**config.mk**
```make
export PLATFORM = sky130hd
export DESIGN_NAME = xfer_seq_ctrl
export DESIGN_NICKNAME = d
export VERILOG_FILES = /design/src/rtl/xfer_pkg.sv /design/src/rtl/xfer_lat_line.sv /design/src/rtl/xfer_seq_ctrl.sv
export SDC_FILE = /design/constraint.sdc
export NUM_CORES = 1
export LEC_CHECK = 0
export ABC_AREA = 1
export ABC_CLOCK_PERIOD_IN_PS = 5000
export CORE_ASPECT_RATIO = 1.2
export CORE_MARGIN = 1
export CORE_UTILIZATION = 41
export DETAILED_ROUTE_END_ITERATION = 10
export GPL_ROUTABILITY_DRIVEN = 0
export HOLD_SLACK_MARGIN = 0.12
export SLEW_MARGIN = 20
export SYNTH_ARGS = -nofsm -noshare
export SYNTH_HDL_FRONTEND = slang
export SYNTH_SLANG_ARGS = --single-unit
```
**constraint.sdc**
```tcl
create_clock -name rclk -period 5 [get_ports rclk]
set_input_delay 1.25 -clock rclk [delete_from_list [all_inputs] [get_ports rclk]]
set_output_delay 1.25 -clock rclk [all_outputs]
set_load 0.01 [all_outputs]
```
**src/rtl/xfer_pkg.sv**
```systemverilog
// Shared types and defaults for the transfer sequencer.
// Optional stall timeout is enabled with the XFER_TIMEOUT_EN macro.
package xfer_pkg;

  typedef enum logic [2:0] {
    S_IDLE  = 3'd0,
    S_FILL  = 3'd1,
    S_MOVE  = 3'd2,
    S_DRAIN = 3'd3,
    S_DONE  = 3'd4
  } state_t;

  localparam int DEF_LOC       = 64;
  localparam int DEF_ADD_WIDTH = 6;
  localparam int DEF_MOVE_LAT  = 2;
  localparam int DEF_TIMEOUT   = 255;

  // A burst must carry at least one word and fit in one memory.
  function automatic logic len_ok(input int unsigned len, input int unsigned loc);
    return (len != 0) && (len <= loc);
  endfunction

endpackage

```
**src/rtl/xfer_lat_line.sv**
```systemverilog
// LAT-deep 1-bit delay line with synchronous clear; turns ren1 into wen2.
module xfer_lat_line #(
  parameter int LAT = 2
) (
  input  logic clk,
  input  logic rst,
  input  logic clr,
  input  logic din,
  output logic dout
);

  logic [LAT-1:0] sr;

  always_ff @(posedge clk or posedge rst) begin
    if (rst)
      sr <= '0;
    else if (clr)
      sr <= '0;
    else
      sr <= (sr << 1) | LAT'(din);
  end

  assign dout = sr[LAT-1];

endmodule

```
**src/rtl/xfer_seq_ctrl.sv**
```systemverilog
// Fill / move / drain sequencer for the source memory -> bridge -> sink memory path.
// Defining XFER_TIMEOUT_EN adds a stall timeout and the timeout output.
module xfer_seq_ctrl
  import xfer_pkg::*;
#(
  parameter int LOC       = DEF_LOC,
  parameter int ADD_WIDTH = DEF_ADD_WIDTH,
  parameter int MOVE_LAT  = DEF_MOVE_LAT,
  parameter int TIMEOUT   = DEF_TIMEOUT
) (
  input  logic                 rclk,
  input  logic                 rst,
  input  logic                 start,
  input  logic [ADD_WIDTH:0]   burst_len,
  input  logic                 abort,
  input  logic                 src_valid,
  input  logic                 sink_ready,
  output logic                 wen1,
  output logic                 ren1,
  output logic                 wen2,
  output logic                 ren2,
  output logic                 busy,
  output logic                 done,
  output logic                 cfg_err,
  output logic                 aborted,
  output logic [2:0]           state_o
`ifdef XFER_TIMEOUT_EN
  , output logic               timeout
`endif
);

  localparam int CW = ADD_WIDTH + 1;

  state_t        state;
  logic [CW-1:0] len, fill_cnt, rd_cnt, mv_cnt, dr_cnt;
  logic          ren1_q;
  logic          to_hit;
  logic          take_abort;

  assign take_abort = (state != S_IDLE) && (abort || to_hit);

`ifdef XFER_TIMEOUT_EN
  localparam int SW = $clog2(TIMEOUT + 1);
  logic          stalling;
  logic [SW-1:0] stall_cnt;

  assign stalling = ((state == S_FILL) && !src_valid) || ((state == S_DRAIN) && !sink_ready);
  assign to_hit   = stalling && (stall_cnt == SW'(TIMEOUT - 1));

  always_ff @(posedge rclk or posedge rst) begin
    if (rst) begin
      stall_cnt <= '0;
      timeout   <= 1'b0;
    end else begin
      timeout   <= to_hit;
      stall_cnt <= (stalling && !take_abort) ? stall_cnt + 1'b1 : '0;
    end
  end
`else
  assign to_hit = 1'b0;
`endif

  xfer_lat_line #(.LAT(MOVE_LAT)) u_lat (
    .clk  (rclk),
    .rst  (rst),
    .clr  (take_abort),
    .din  (ren1_q),
    .dout (wen2)
  );

  // Abort wins over any phase completion in the same cycle, so no done follows it.
  always_ff @(posedge rclk or posedge rst) begin
    if (rst) begin
      state    <= S_IDLE;
      len      <= '0;
      fill_cnt <= '0;
      rd_cnt   <= '0;
      mv_cnt   <= '0;
      dr_cnt   <= '0;
      ren1_q   <= 1'b0;
      done     <= 1'b0;
      cfg_err  <= 1'b0;
      aborted  <= 1'b0;
    end else begin
      done    <= 1'b0;
      cfg_err <= 1'b0;
      aborted <= 1'b0;
      if (take_abort) begin
        state    <= S_IDLE;
        fill_cnt <= '0;
        rd_cnt   <= '0;
        mv_cnt   <= '0;
        dr_cnt   <= '0;
        ren1_q   <= 1'b0;
        aborted  <= 1'b1;
      end else begin
        case (state)
          S_IDLE: begin
            if (start) begin
              if (len_ok(32'(burst_len), LOC)) begin
                len   <= burst_len;
                state <= S_FILL;
              end else begin
                cfg_err <= 1'b1;
              end
            end
          end
          S_FILL: begin
            if (src_valid) begin
              fill_cnt <= fill_cnt + 1'b1;
              if (fill_cnt + 1'b1 == len) begin
                state  <= S_MOVE;
                ren1_q <= 1'b1;
              end
            end
          end
          S_MOVE: begin
            if (ren1_q) begin
              rd_cnt <= rd_cnt + 1'b1;
              if (rd_cnt == len - 1'b1)
                ren1_q <= 1'b0;
            end
            if (wen2) begin
              mv_cnt <= mv_cnt + 1'b1;
              if (mv_cnt == len - 1'b1)
                state <= S_DRAIN;
            end
          end
          S_DRAIN: begin
            if (sink_ready) begin
              dr_cnt <= dr_cnt + 1'b1;
              if (dr_cnt == len - 1'b1) begin
                state <= S_DONE;
                done  <= 1'b1;
              end
            end
          end
          S_DONE: begin
            state    <= S_IDLE;
            fill_cnt <= '0;
            rd_cnt   <= '0;
            mv_cnt   <= '0;
            dr_cnt   <= '0;
          end
          default: state <= S_IDLE;
        endcase
      end
    end
  end

  assign wen1    = (state == S_FILL) && src_valid;
  assign ren2    = (state == S_DRAIN) && sink_ready;
  assign ren1    = ren1_q;
  assign busy    = (state != S_IDLE);
  assign state_o = state;

endmodule

```
==> results of run 1 <==
-- cell usage in the layout, fill, tap and decap left out --
| master | instances |
|---|---|
| sky130_fd_sc_hd__a21oi_1 | 20 |
| sky130_fd_sc_hd__inv_1 | 53 |
| sky130_fd_sc_hd__a21oi_2 | 1 |
| sky130_fd_sc_hd__clkbuf_1 | 2 |
| sky130_fd_sc_hd__o21ai_1 | 2 |
| sky130_fd_sc_hd__nand4_1 | 10 |
| sky130_fd_sc_hd__xnor2_1 | 1 |
| sky130_fd_sc_hd__mux2_2 | 1 |
| sky130_fd_sc_hd__dfrtp_1 | 44 |
| sky130_fd_sc_hd__nor2_1 | 35 |
| sky130_fd_sc_hd__o21ai_0 | 26 |
| sky130_fd_sc_hd__nand2_4 | 1 |
| sky130_fd_sc_hd__ha_1 | 5 |
| sky130_fd_sc_hd__clkbuf_8 | 6 |
| sky130_fd_sc_hd__o21ai_2 | 2 |
| sky130_fd_sc_hd__a22oi_1 | 2 |
| sky130_fd_sc_hd__nor3_2 | 1 |
| sky130_fd_sc_hd__nand2_2 | 8 |
| sky130_fd_sc_hd__a2bb2oi_1 | 2 |
| sky130_fd_sc_hd__nor3b_1 | 4 |
| sky130_fd_sc_hd__xor2_1 | 4 |
| sky130_fd_sc_hd__nand3_1 | 38 |
| sky130_fd_sc_hd__nand2_1 | 109 |
| sky130_fd_sc_hd__or2_4 | 1 |
| sky130_fd_sc_hd__nor2_2 | 5 |
| sky130_fd_sc_hd__inv_2 | 7 |
| sky130_fd_sc_hd__nor3_1 | 10 |
| sky130_fd_sc_hd__clkdlybuf4s50_1 | 23 |
| sky130_fd_sc_hd__o22ai_1 | 6 |
-- worst max-delay path by stage --
stage,start,end,cells after the start
2_1_floorplan,src_valid,wen1,2
3_3_place_gp,src_valid,wen1,4
3_5_place_dp,src_valid,wen1,4
4_1_cts,src_valid,wen1,4
5_1_grt,src_valid,wen1,4
6_report,src_valid,wen1,4
-- sequential cells by signal, summed over array words and instances (netlist names) --
register	flops
rd_cnt	7
ren1	1
state_o	3
u_lat.sr	2
cfg_err	1
dr_cnt	7
done	1
fill_cnt	7
len	7
aborted	1
mv_cnt	7
-- synthesized netlist by cell type, drive strengths merged --
| cell | count | area share [%] |
|---|---|---|
| a21oi | 21 | 3.9 |
| a22oi | 2 | 0.54 |
| a2bb2oi | 2 | 0.63 |
| buf | 3 | 0.76 |
| clkbuf | 2 | 0.31 |
| dfrtp | 44 | 39 |
| ha | 5 | 2.2 |
| inv | 60 | 8.1 |
| mux2 | 1 | 0.40 |
| nand2 | 118 | 17 |
| nand3 | 38 | 6.8 |
| nand4 | 10 | 2.2 |
| nor2 | 40 | 5.8 |
| nor3 | 11 | 2.1 |
| nor3b | 4 | 1.1 |
| o21ai | 30 | 5.6 |
| o22ai | 6 | 1.3 |
| or2 | 1 | 0.31 |
| xnor2 | 1 | 0.31 |
| xor2 | 4 | 1.3 |
-- logic make-up (layout without fill, tap and decap cells) --
group                    count (synthesis)  after routing  synth area share [%]
AO/OA/AOI/OAI                           61             61                  12.0
buffers and inverters                   65             91                  9.13
flip-flops                              44             44                  39.4
XOR/XNOR                                 5              5                  1.57
multiplexers                             1              1                 0.403
AND/OR/NAND/NOR                        222            222                  35.2
adder cells (fa/ha/maj)                  5              5                  2.24
-- power groups by stage --
stage                     sequential [W]  combinational [W]  clock (W)
after floorplan                 0.000520           0.000649          0
final                           0.000539           0.000868   0.000230
after detailed placement        0.000546           0.000871          0
after global placement          0.000544           0.000856          0
after CTS                       0.000539           0.000873   0.000240
after global routing            0.000553            0.00100   0.000257
-- worst register-to-register path, stage by stage, from the launching register on --
cell and delay (ns):
sky130_fd_sc_hd__dfrtp_1 0.49, sky130_fd_sc_hd__inv_2 0.16, sky130_fd_sc_hd__ha_1 0.40, sky130_fd_sc_hd__inv_1 0.10, sky130_fd_sc_hd__nand2_1 0.08, sky130_fd_sc_hd__nand2_1 0.05, sky130_fd_sc_hd__nor2_1 0.11, sky130_fd_sc_hd__nand3_1 0.09
sky130_fd_sc_hd__nor2_1 0.10, sky130_fd_sc_hd__nand3_1 0.09, sky130_fd_sc_hd__o21ai_2 0.13, sky130_fd_sc_hd__nand2_2 0.09, sky130_fd_sc_hd__o21ai_0 0.16, sky130_fd_sc_hd__nand2_1 0.07
-- per-layer routing --
metal / up-vias / wire, µm / track usage (%) / part of all wire, %
li1: 1357 / - / - / -
met3: 7 / 209 / 3.74 / 3.1
met2: 35 / 3340 / 34.7 / 50
met1: 1214 / 3000 / 25.9 / 45
met5: - / 0 / 0 / 0
met4: 0 / 93 / 6.29 / 1.4
-- cell type report --
cell class | count | area (µm²)
inverters | 60 | 225
well taps | 85 | 106
clock buffers | 8 | 90.1
repair buffers | 23 | 230
multi-input cells | 294 | 1440
flip-flops and latches | 44 | 1100
fillers | 665 | 3330
-- stage by stage --
| step | total power [W] | area (µm²) | hold WS [ns] | std cells |
|---|---|---|---|---|
| 2_1_floorplan | 0.00117 | 2800 | 0.448 | 403 |
| 3_3_place_gp | 0.00140 | 3100 | 0.457 | 506 |
| 3_5_place_dp | 0.00142 | 3100 | 0.470 | 506 |
| 4_1_cts | 0.00165 | 3190 | 0.483 | 514 |
| 5_1_grt | 0.00181 | 3190 | 0.500 | 514 |
| 6_report | 0.00164 | 3190 | 0.478 | 514 |
==> parameters.txt, run 1 <==
Parameter                              Value

Status
  Status ... finished, final reports clean

Drt
  Routed wirelength normalized by instance count ... 12.9 µm
  Total Routed Length ... 6640 µm
  Drt via density ... 5.08
  Routed via count ... 2613
  Post-detailed-route DRC marker count ... 0
  Number of search-and-repair iterations in the first detailed-routing pass ... 4
  Post-detailed-route count of antenna-violating nets ... 0
  Number of violations reported at the end of detailed-routing iteration 0 ... 116

Clock tree
  Number of buffers created by CTS ... 5
  CTS H-tree depth ... 2
  CTS root buf ... sky130_fd_sc_hd__clkbuf_8
  Reg clk slew, reported paths ... 0.08 ns
  Insertion delay to the later sink of the worst-skew pair ... 0.29 ns
  Count of hold buffers inserted by post-cts repair ... 0
  Post-CTS setup-driven buffer insertion count ... 0
  CTS tree ... yes
  Bufs on Longest Clock Path ... 2
  CTS resizes ... 0
  Clock net sink count ... 44

STA
  Clock Skew ... 0.00659 ns
  Final hold violation count ... 0
  Min Tclk post-route ... 3.73 ns
  Fmax ... 268 MHz
  Final worst-path setup slack ... 1.27 ns
  Worst Max-Slew Pin Slew ... 0.944 ns
  Number of endpoints failing setup at the final stage ... 0
  Share of the clock period used by the worst path after layout ... 74.7%
  Setup tns final ... 0 ns
  RSZ-0062 raised after global routing ... false
  Headroom to the max-slew limit ... 37.0%
  Count of pins over their slew limit ... 0

Logic synthesis
  Register bit total from synthesis ... 44
  Gate count of the mapped netlist ... 403
  Post-synthesis instance area ... 2800 µm²
  Average size of a mapped cell ... 6.94 µm²
  Total nets after synthesis ... 421
  Post-synthesis cell type count ... 30
  Sequential cell area fraction in the yosys report ... 39.4%
  Yosys synthesis warning count ... 0

Layout
  Final net count ... 446
  Fraction of final layout cells with drive strength greater than 1 ... 7.69%
  Synth-to-Final Area Change ... 14.2%
  Post-route core utilization ... 48.9%
  Total inserted antenna cells ... 0

Setup path
  Start of the worst register-to-register path ... len[0]
  Crit-path slowest cell ... sky130_fd_sc_hd__clkdlybuf4s50_1
  Element type at the critical path end ... primary output
  Maximum fanout count along the critical path ... 3
  Arrival time of the worst setup path ... 2.48 ns
  Critical R2R Capture ... state_o[1]
  Worst path max stage delay ... 0.57 ns
  Critical Path Most Common Cell ... sky130_fd_sc_hd__clkdlybuf4s50_1
  Reg-to-reg slack, setup ... 2.76 ns
  Reg2Reg Depth ... 13
  Path type of the worst setup path ... in2out
  Crit path cell chain ... clkdlybuf4s50_1 -> inv_1 -> nor2_1 -> clkdlybuf4s50_1
  Startpoint class of the critical path ... primary input
  Number of buffers and inverters on the critical path ... 3
  Family with the most delay on the worst path ... buffers and inverters
  Required arrival time at the worst endpoint ... 3.75 ns

Flow run
  Number of max-capacitance violations reported ... 0

Global route
  Leftover overflow at the end of global routing ... 0
  Number of global-route vias before repair ... 2504
  Largest net degree at the start of global routing ... 45
  Initial antenna violation count ... 0
  Aggregate global-route resource usage ... 20.3%
  Wire length of the first global-routing pass ... 11400 µm

Die
  Horiz. Die Dim ... 77.4 µm
  Number of placement rows ... 32
  Placeable Area ... 6530 µm²
  Starting utilization of the core area ... 42.8%
  Floorplan die area ... 7150 µm²
  Y dimension of the die ... 92.5 µm
  Top-Level Pins ... 24

Worst hold path
  Hold_sp ... u_lat.sr[0]
  Hold Path Cell Cnt ... 2
  Hold Path Sink ... u_lat.sr[1]
  Tightest Hold Check Type ... reg2reg

Placed design
  Final HPWL from detailed placement ... 5160 µm
  Worst slack, placed ... 1.25 ns
  Quantity of I/O buffers inserted on ports ... 23

Power
  Max VDD drop ... 0.000219 V
  Power share of the combinational group ... 53.0%
  Psw ... 0.000781 W
  Power share of the clock group ... 14.1%
  Internal power component ... 0.000856 W
  Reported leakage power ... 1.47 nW
  Fraction of power consumed by sequential logic ... 32.9%
  Sw Ratio ... 47.7%
  Power per standard cell area ... 513 nW/µm²
(Power assumes the default switching activity.)
==> run 2: changes to the inputs <==
Settings changed: ABC_CLOCK_PERIOD_IN_PS 5000 to 3750.
Clock period 5 ns to 3.75 ns, I/O delays scaled along.
==> parameters.txt, run 2 (synthesized netlist as in run 1, its figures left out) <==
Parameter                              Value

Layout
  Fraction of final layout cells with drive strength greater than 1 ... 7.69%
  Most common cell after layout, fill and taps aside ... sky130_fd_sc_hd__nand2_1
  Synth-to-Final Area Change ... 14.2%
  Design Area, Final ... 3190 µm²
  Register area ... 1100 µm²
  Multi-input combinational cell area ... 1440 µm²
  Total inserted antenna cells ... 0
  Fill cell total of the finished layout ... 662
  Final net count ... 446
  Most frequent cells in the layout ... 109 x sky130_fd_sc_hd__nand2_1, 53 x sky130_fd_sc_hd__inv_1, 44 x sky130_fd_sc_hd__dfrtp_1

Global route
  Number of global-route vias before repair ... 2543
  Initial antenna violation count ... 0
  Leftover overflow at the end of global routing ... 0
  Aggregate global-route resource usage ... 20.3%
  Largest net degree at the start of global routing ... 45
  Wire length of the first global-routing pass ... 11400 µm

STA
  Final hold violation count ... 0
  Number of endpoints failing setup at the final stage ... 0
  Setup tns final ... 0 ns
  Clock Skew ... 0.00850 ns
  Worst Max-Slew Pin Slew ... 0.804 ns
  Share of the clock period used by the worst path after layout ... 82.9%
  Min Tclk post-route ... 3.11 ns
  RSZ-0062 raised after global routing ... false
  Fmax ... 322 MHz
  Headroom to the max-slew limit ... 46.4%
  Count of pins over their slew limit ... 0

Setup path
  Path type of the worst setup path ... in2out
  Source of the critical timing path ... src_valid
  Startpoint class of the critical path ... primary input
  Maximum fanout count along the critical path ... 3
  Arrival time of the worst setup path ... 2.17 ns
  Element type at the critical path end ... primary output
  Required arrival time at the worst endpoint ... 2.81 ns
  Start of the worst register-to-register path ... len[0]

Drt
  Routed wirelength normalized by instance count ... 13.2 µm
  Total Routed Length ... 6790 µm
  Number of search-and-repair iterations in the first detailed-routing pass ... 4
  Number of violations reported at the end of detailed-routing iteration 0 ... 133
  Drt via density ... 5.24
  Post-detailed-route DRC marker count ... 0
  Routed via count ... 2694
  Post-detailed-route count of antenna-violating nets ... 0

Worst hold path
  Hold_sp ... u_lat.sr[0]
  Tightest Hold Check Type ... reg2reg

Placed design
  Quantity of I/O buffers inserted on ports ... 23
  Placed cell area ... 3100 µm²
  Final HPWL from detailed placement ... 5100 µm

Clock tree
  Reg clk slew, reported paths ... 0.08 ns
  CTS resizes ... 0
  Insertion delay to the later sink of the worst-skew pair ... 0.30 ns
  CTS H-tree depth ... 2
  Count of hold buffers inserted by post-cts repair ... 0
  Bufs on Longest Clock Path ... 2
  CTS tree ... yes
  Number of buffers created by CTS ... 5
  CTS root buf ... sky130_fd_sc_hd__clkbuf_8
  Post-CTS setup-driven buffer insertion count ... 0
  Clock net sink count ... 44

Power
  Power per standard cell area ... 687 nW/µm²
  Final Power ... 0.00219 W
  Reported leakage power ... 1.47 nW
  Max VDD drop ... 0.000270 V

Die
  Placeable Area ... 6530 µm²
  Y dimension of the die ... 92.5 µm
  Floorplan die area ... 7150 µm²
  Top-Level Pins ... 24
  Horiz. Die Dim ... 77.4 µm
  Number of placement rows ... 32
  Starting utilization of the core area ... 42.8%

Flow run
  Number of max-capacitance violations reported ... 0

Status
  Status ... finished, final reports clean
## run 2: cell count changes in the layout (fill, tap and decap cells not counted)
cell and change:
sky130_fd_sc_hd__inv_2 -1, sky130_fd_sc_hd__clkinv_2 +1
## run 2: layer usage
metal | global-route usage, % | part of all wire, % | vias to the layer above
li1 | - | - | 1357
met1 | 24.7 | 46 | 1291
met2 | 36.1 | 50 | 34
met3 | 2.66 | 2.3 | 12
met4 | 7.55 | 1.9 | 0
met5 | 0 | 0 | -
## run 2: final timing paths
check,end,slack [ns],cells past startpoint
worst max-delay path,wen1,0.64,4
worst min-delay path,u_lat.sr[1],0.48,2
worst max register to register,state_o[1],1.47,13
worst min register to register,u_lat.sr[1],0.48,2
max in group asynchronous,mv_cnt[2],2.19,2
min in group asynchronous,fill_cnt[3],1.07,2
## run 2: metrics by stage
stage / setup WS [ns] / hold WS, ns / cells / utilization (%)
after detailed placement: 0.624 / 0.465 / 506 / 47.5
after global placement: 0.653 / 0.457 / 506 / 47.5
after global routing: 0.567 / 0.519 / 514 / 48.9
after floorplan: 1.61 / 0.448 / 403 / -
final: 0.641 / 0.476 / 514 / 48.9
after CTS: 0.632 / 0.477 / 514 / 48.9
## run 2: cell type report
cell class / instances / area share, %
Multi-Input combinational cell: 294 / 45.1
Sequential cell: 44 / 34.5
Timing Repair Buffer: 23 / 7.21
Inverter: 60 / 7.09
Tap cell: 85 / 3.33
Clock buffer: 8 / 2.82
## run 2: where the power goes
| part | switching, W | internal [W] | leakage [nW] |
|---|---|---|---|
| Combinational | 0.000759 | 0.000402 | 0.848 |
| Clock | 0.000166 | 0.000151 | 0.0455 |
| Sequential | 0.000128 | 0.000589 | 0.578 |
| Total | 0.00105 | 0.00114 | 1.47 |
## run 2: critical path, cell delays in order
cell and delay (ns):
sky130_fd_sc_hd__clkdlybuf4s50_1 0.45, sky130_fd_sc_hd__inv_1 0.05, sky130_fd_sc_hd__nor2_1 0.17, sky130_fd_sc_hd__clkdlybuf4s50_1 0.57
==> run 3: changes to the inputs <==
Settings changed: ABC_CLOCK_PERIOD_IN_PS 3750 to 2770.
Clock period 3.75 ns to 2.77 ns, I/O delays scaled along.
==> parameters.txt, run 3 (synthesized netlist as in run 1, its figures left out) <==
Parameter                              Value

STA
  RSZ-0062 raised after global routing ... false
  Final hold violation count ... 0
  Min Tclk post-route ... 2.63 ns
  Worst Max-Slew Pin Slew ... 0.591 ns
  Number of endpoints failing setup at the final stage ... 0
  Clock Skew ... 0.00681 ns
  Hold slack final ... 0.476 ns
  Share of the clock period used by the worst path after layout ... 95.1%
  Count of pins over their slew limit ... 0
  Setup tns final ... 0 ns
  Fmax ... 380 MHz
  Headroom to the max-slew limit ... 60.6%

Setup path
  Required arrival time at the worst endpoint ... 2.08 ns
  Crit-path slowest cell ... sky130_fd_sc_hd__clkdlybuf4s50_1
  Crit path cell chain ... nor3_1 -> inv_1 -> nor2_1 -> clkdlybuf4s50_1
  Startpoint class of the critical path ... flop
  Arrival time of the worst setup path ... 1.94 ns
  Worst path max stage delay ... 0.55 ns
  Path type of the worst setup path ... reg2out
  Critical R2R Capture ... state_o[1]
  Maximum fanout count along the critical path ... 5
  Start of the worst register-to-register path ... len[0]
  Reg2Reg Depth ... 13
  Reg-to-reg slack, setup ... 0.52 ns
  Element type at the critical path end ... primary output

Power
  Fraction of power consumed by sequential logic ... 32.4%
  Psw ... 0.00142 W
  Power share of the clock group ... 14.1%
  Sw Ratio ... 47.4%
  Reported leakage power ... 1.51 nW
  Power share of the combinational group ... 53.6%
  Max VDD drop ... 0.000455 V
  Final Power ... 0.00300 W
  Internal power component ... 0.00158 W
  Power per standard cell area ... 925 nW/µm²

Placed design
  Placed cell area ... 3150 µm²
  Final HPWL from detailed placement ... 5040 µm
  Quantity of I/O buffers inserted on ports ... 23

Die
  Y dimension of the die ... 92.5 µm
  Horiz. Die Dim ... 77.4 µm
  Starting utilization of the core area ... 42.8%
  Top-Level Pins ... 24
  Floorplan die area ... 7150 µm²
  Number of placement rows ... 32
  Placeable Area ... 6530 µm²

Worst hold path
  Hold_sp ... u_lat.sr[0]
  Hold Path Cell Cnt ... 2
  Tightest Hold Check Type ... reg2reg
  Hold Path Sink ... u_lat.sr[1]

Layout
  Synth-to-Final Area Change ... 15.9%
  Design Area, Final ... 3240 µm²
  Most common cell after layout, fill and taps aside ... sky130_fd_sc_hd__nand2_1
  Total inserted antenna cells ... 0
  Fraction of final layout cells with drive strength greater than 1 ... 9.43%
  Most frequent cells in the layout ... 109 x sky130_fd_sc_hd__nand2_1, 53 x sky130_fd_sc_hd__inv_1, 44 x sky130_fd_sc_hd__dfrtp_1
  Fill cell total of the finished layout ... 650
  Final net count ... 452

Drt
  Drt via density ... 5.06
  Total Routed Length ... 6530 µm
  Number of violations reported at the end of detailed-routing iteration 0 ... 110
  Post-detailed-route count of antenna-violating nets ... 0
  Post-detailed-route DRC marker count ... 0
  Routed via count ... 2632
  Routed wirelength normalized by instance count ... 12.6 µm
  Number of search-and-repair iterations in the first detailed-routing pass ... 4

Clock tree
  Insertion delay to the later sink of the worst-skew pair ... 0.30 ns
  CTS root buf ... sky130_fd_sc_hd__clkbuf_8
  CTS tree ... yes
  Post-CTS setup-driven buffer insertion count ... 0
  Count of hold buffers inserted by post-cts repair ... 0
  CTS resizes ... 0
  Reg clk slew, reported paths ... 0.08 ns
  Number of buffers created by CTS ... 5
  Bufs on Longest Clock Path ... 2
  Clock net sink count ... 44
  CTS H-tree depth ... 2

Global route
  Initial antenna violation count ... 0
  Number of global-route vias before repair ... 2465
  Largest net degree at the start of global routing ... 45
  Leftover overflow at the end of global routing ... 0
  Aggregate global-route resource usage ... 19.6%
  Wire length of the first global-routing pass ... 10900 µm

Flow run
  Number of max-capacitance violations reported ... 0

Status
  Status ... finished, final reports clean
run 3: power groups by stage:
stage	clock network [W]	registers (W)	logic (W)
2_1_floorplan	0	0.000939	0.00117
3_3_place_gp	0	0.000981	0.00160
3_5_place_dp	0	0.000982	0.00162
4_1_cts	0.000440	0.000971	0.00162
5_1_grt	0.000466	0.000995	0.00182
6_report	0.000422	0.000969	0.00160
run 3: routing by layer:
metal  global-route usage [%]  vias up  routed length, µm
li1                         -     1362                  -
met1                     23.4     1212               2980
met2                     33.7       42               3160
met3                     3.55       16                203
met4                     9.59        0                185
met5                        0        -                  0
run 3: final cells by class:
type	instances	area (µm²)	area share, %
inverter	60	225	6.95
clock inverter	2	10.0	0.309
clock buffer	6	82.6	2.55
multi-input combinational	294	1440	44.4
timing repair buffer	29	275	8.50
sequential	44	1100	34.0
tap	85	106	3.28
run 3: how the worst max path moves through the flow:
stage / from / to / slack, ns / cells after the start
2_1_floorplan: len[0] / state_o[1] / 0.96 / 13
3_3_place_gp: src_valid / wen1 / 0.21 / 4
3_5_place_dp: src_valid / wen1 / 0.19 / 4
4_1_cts: state_o[2] / wen1 / 0.13 / 4
5_1_grt: state_o[2] / wen1 / 0.005 / 4
6_report: state_o[2] / wen1 / 0.14 / 4
run 3: stage by stage:
stage	utilization [%]	std cells	setup WS (ns)
after CTS	49.6	520	0.129
final	49.6	520	0.136
after global routing	49.6	520	0.00492
after detailed placement	48.2	512	0.193
after floorplan	-	403	0.961
after global placement	48.2	512	0.212
run 3: critical path, delay by kind of cell (launching register included):
| family | cells | cell delay (ns) |
|---|---|---|
| simple gates | 2 | 0.50 |
| flops | 1 | 0.45 |
| buf+inv | 2 | 0.69 |
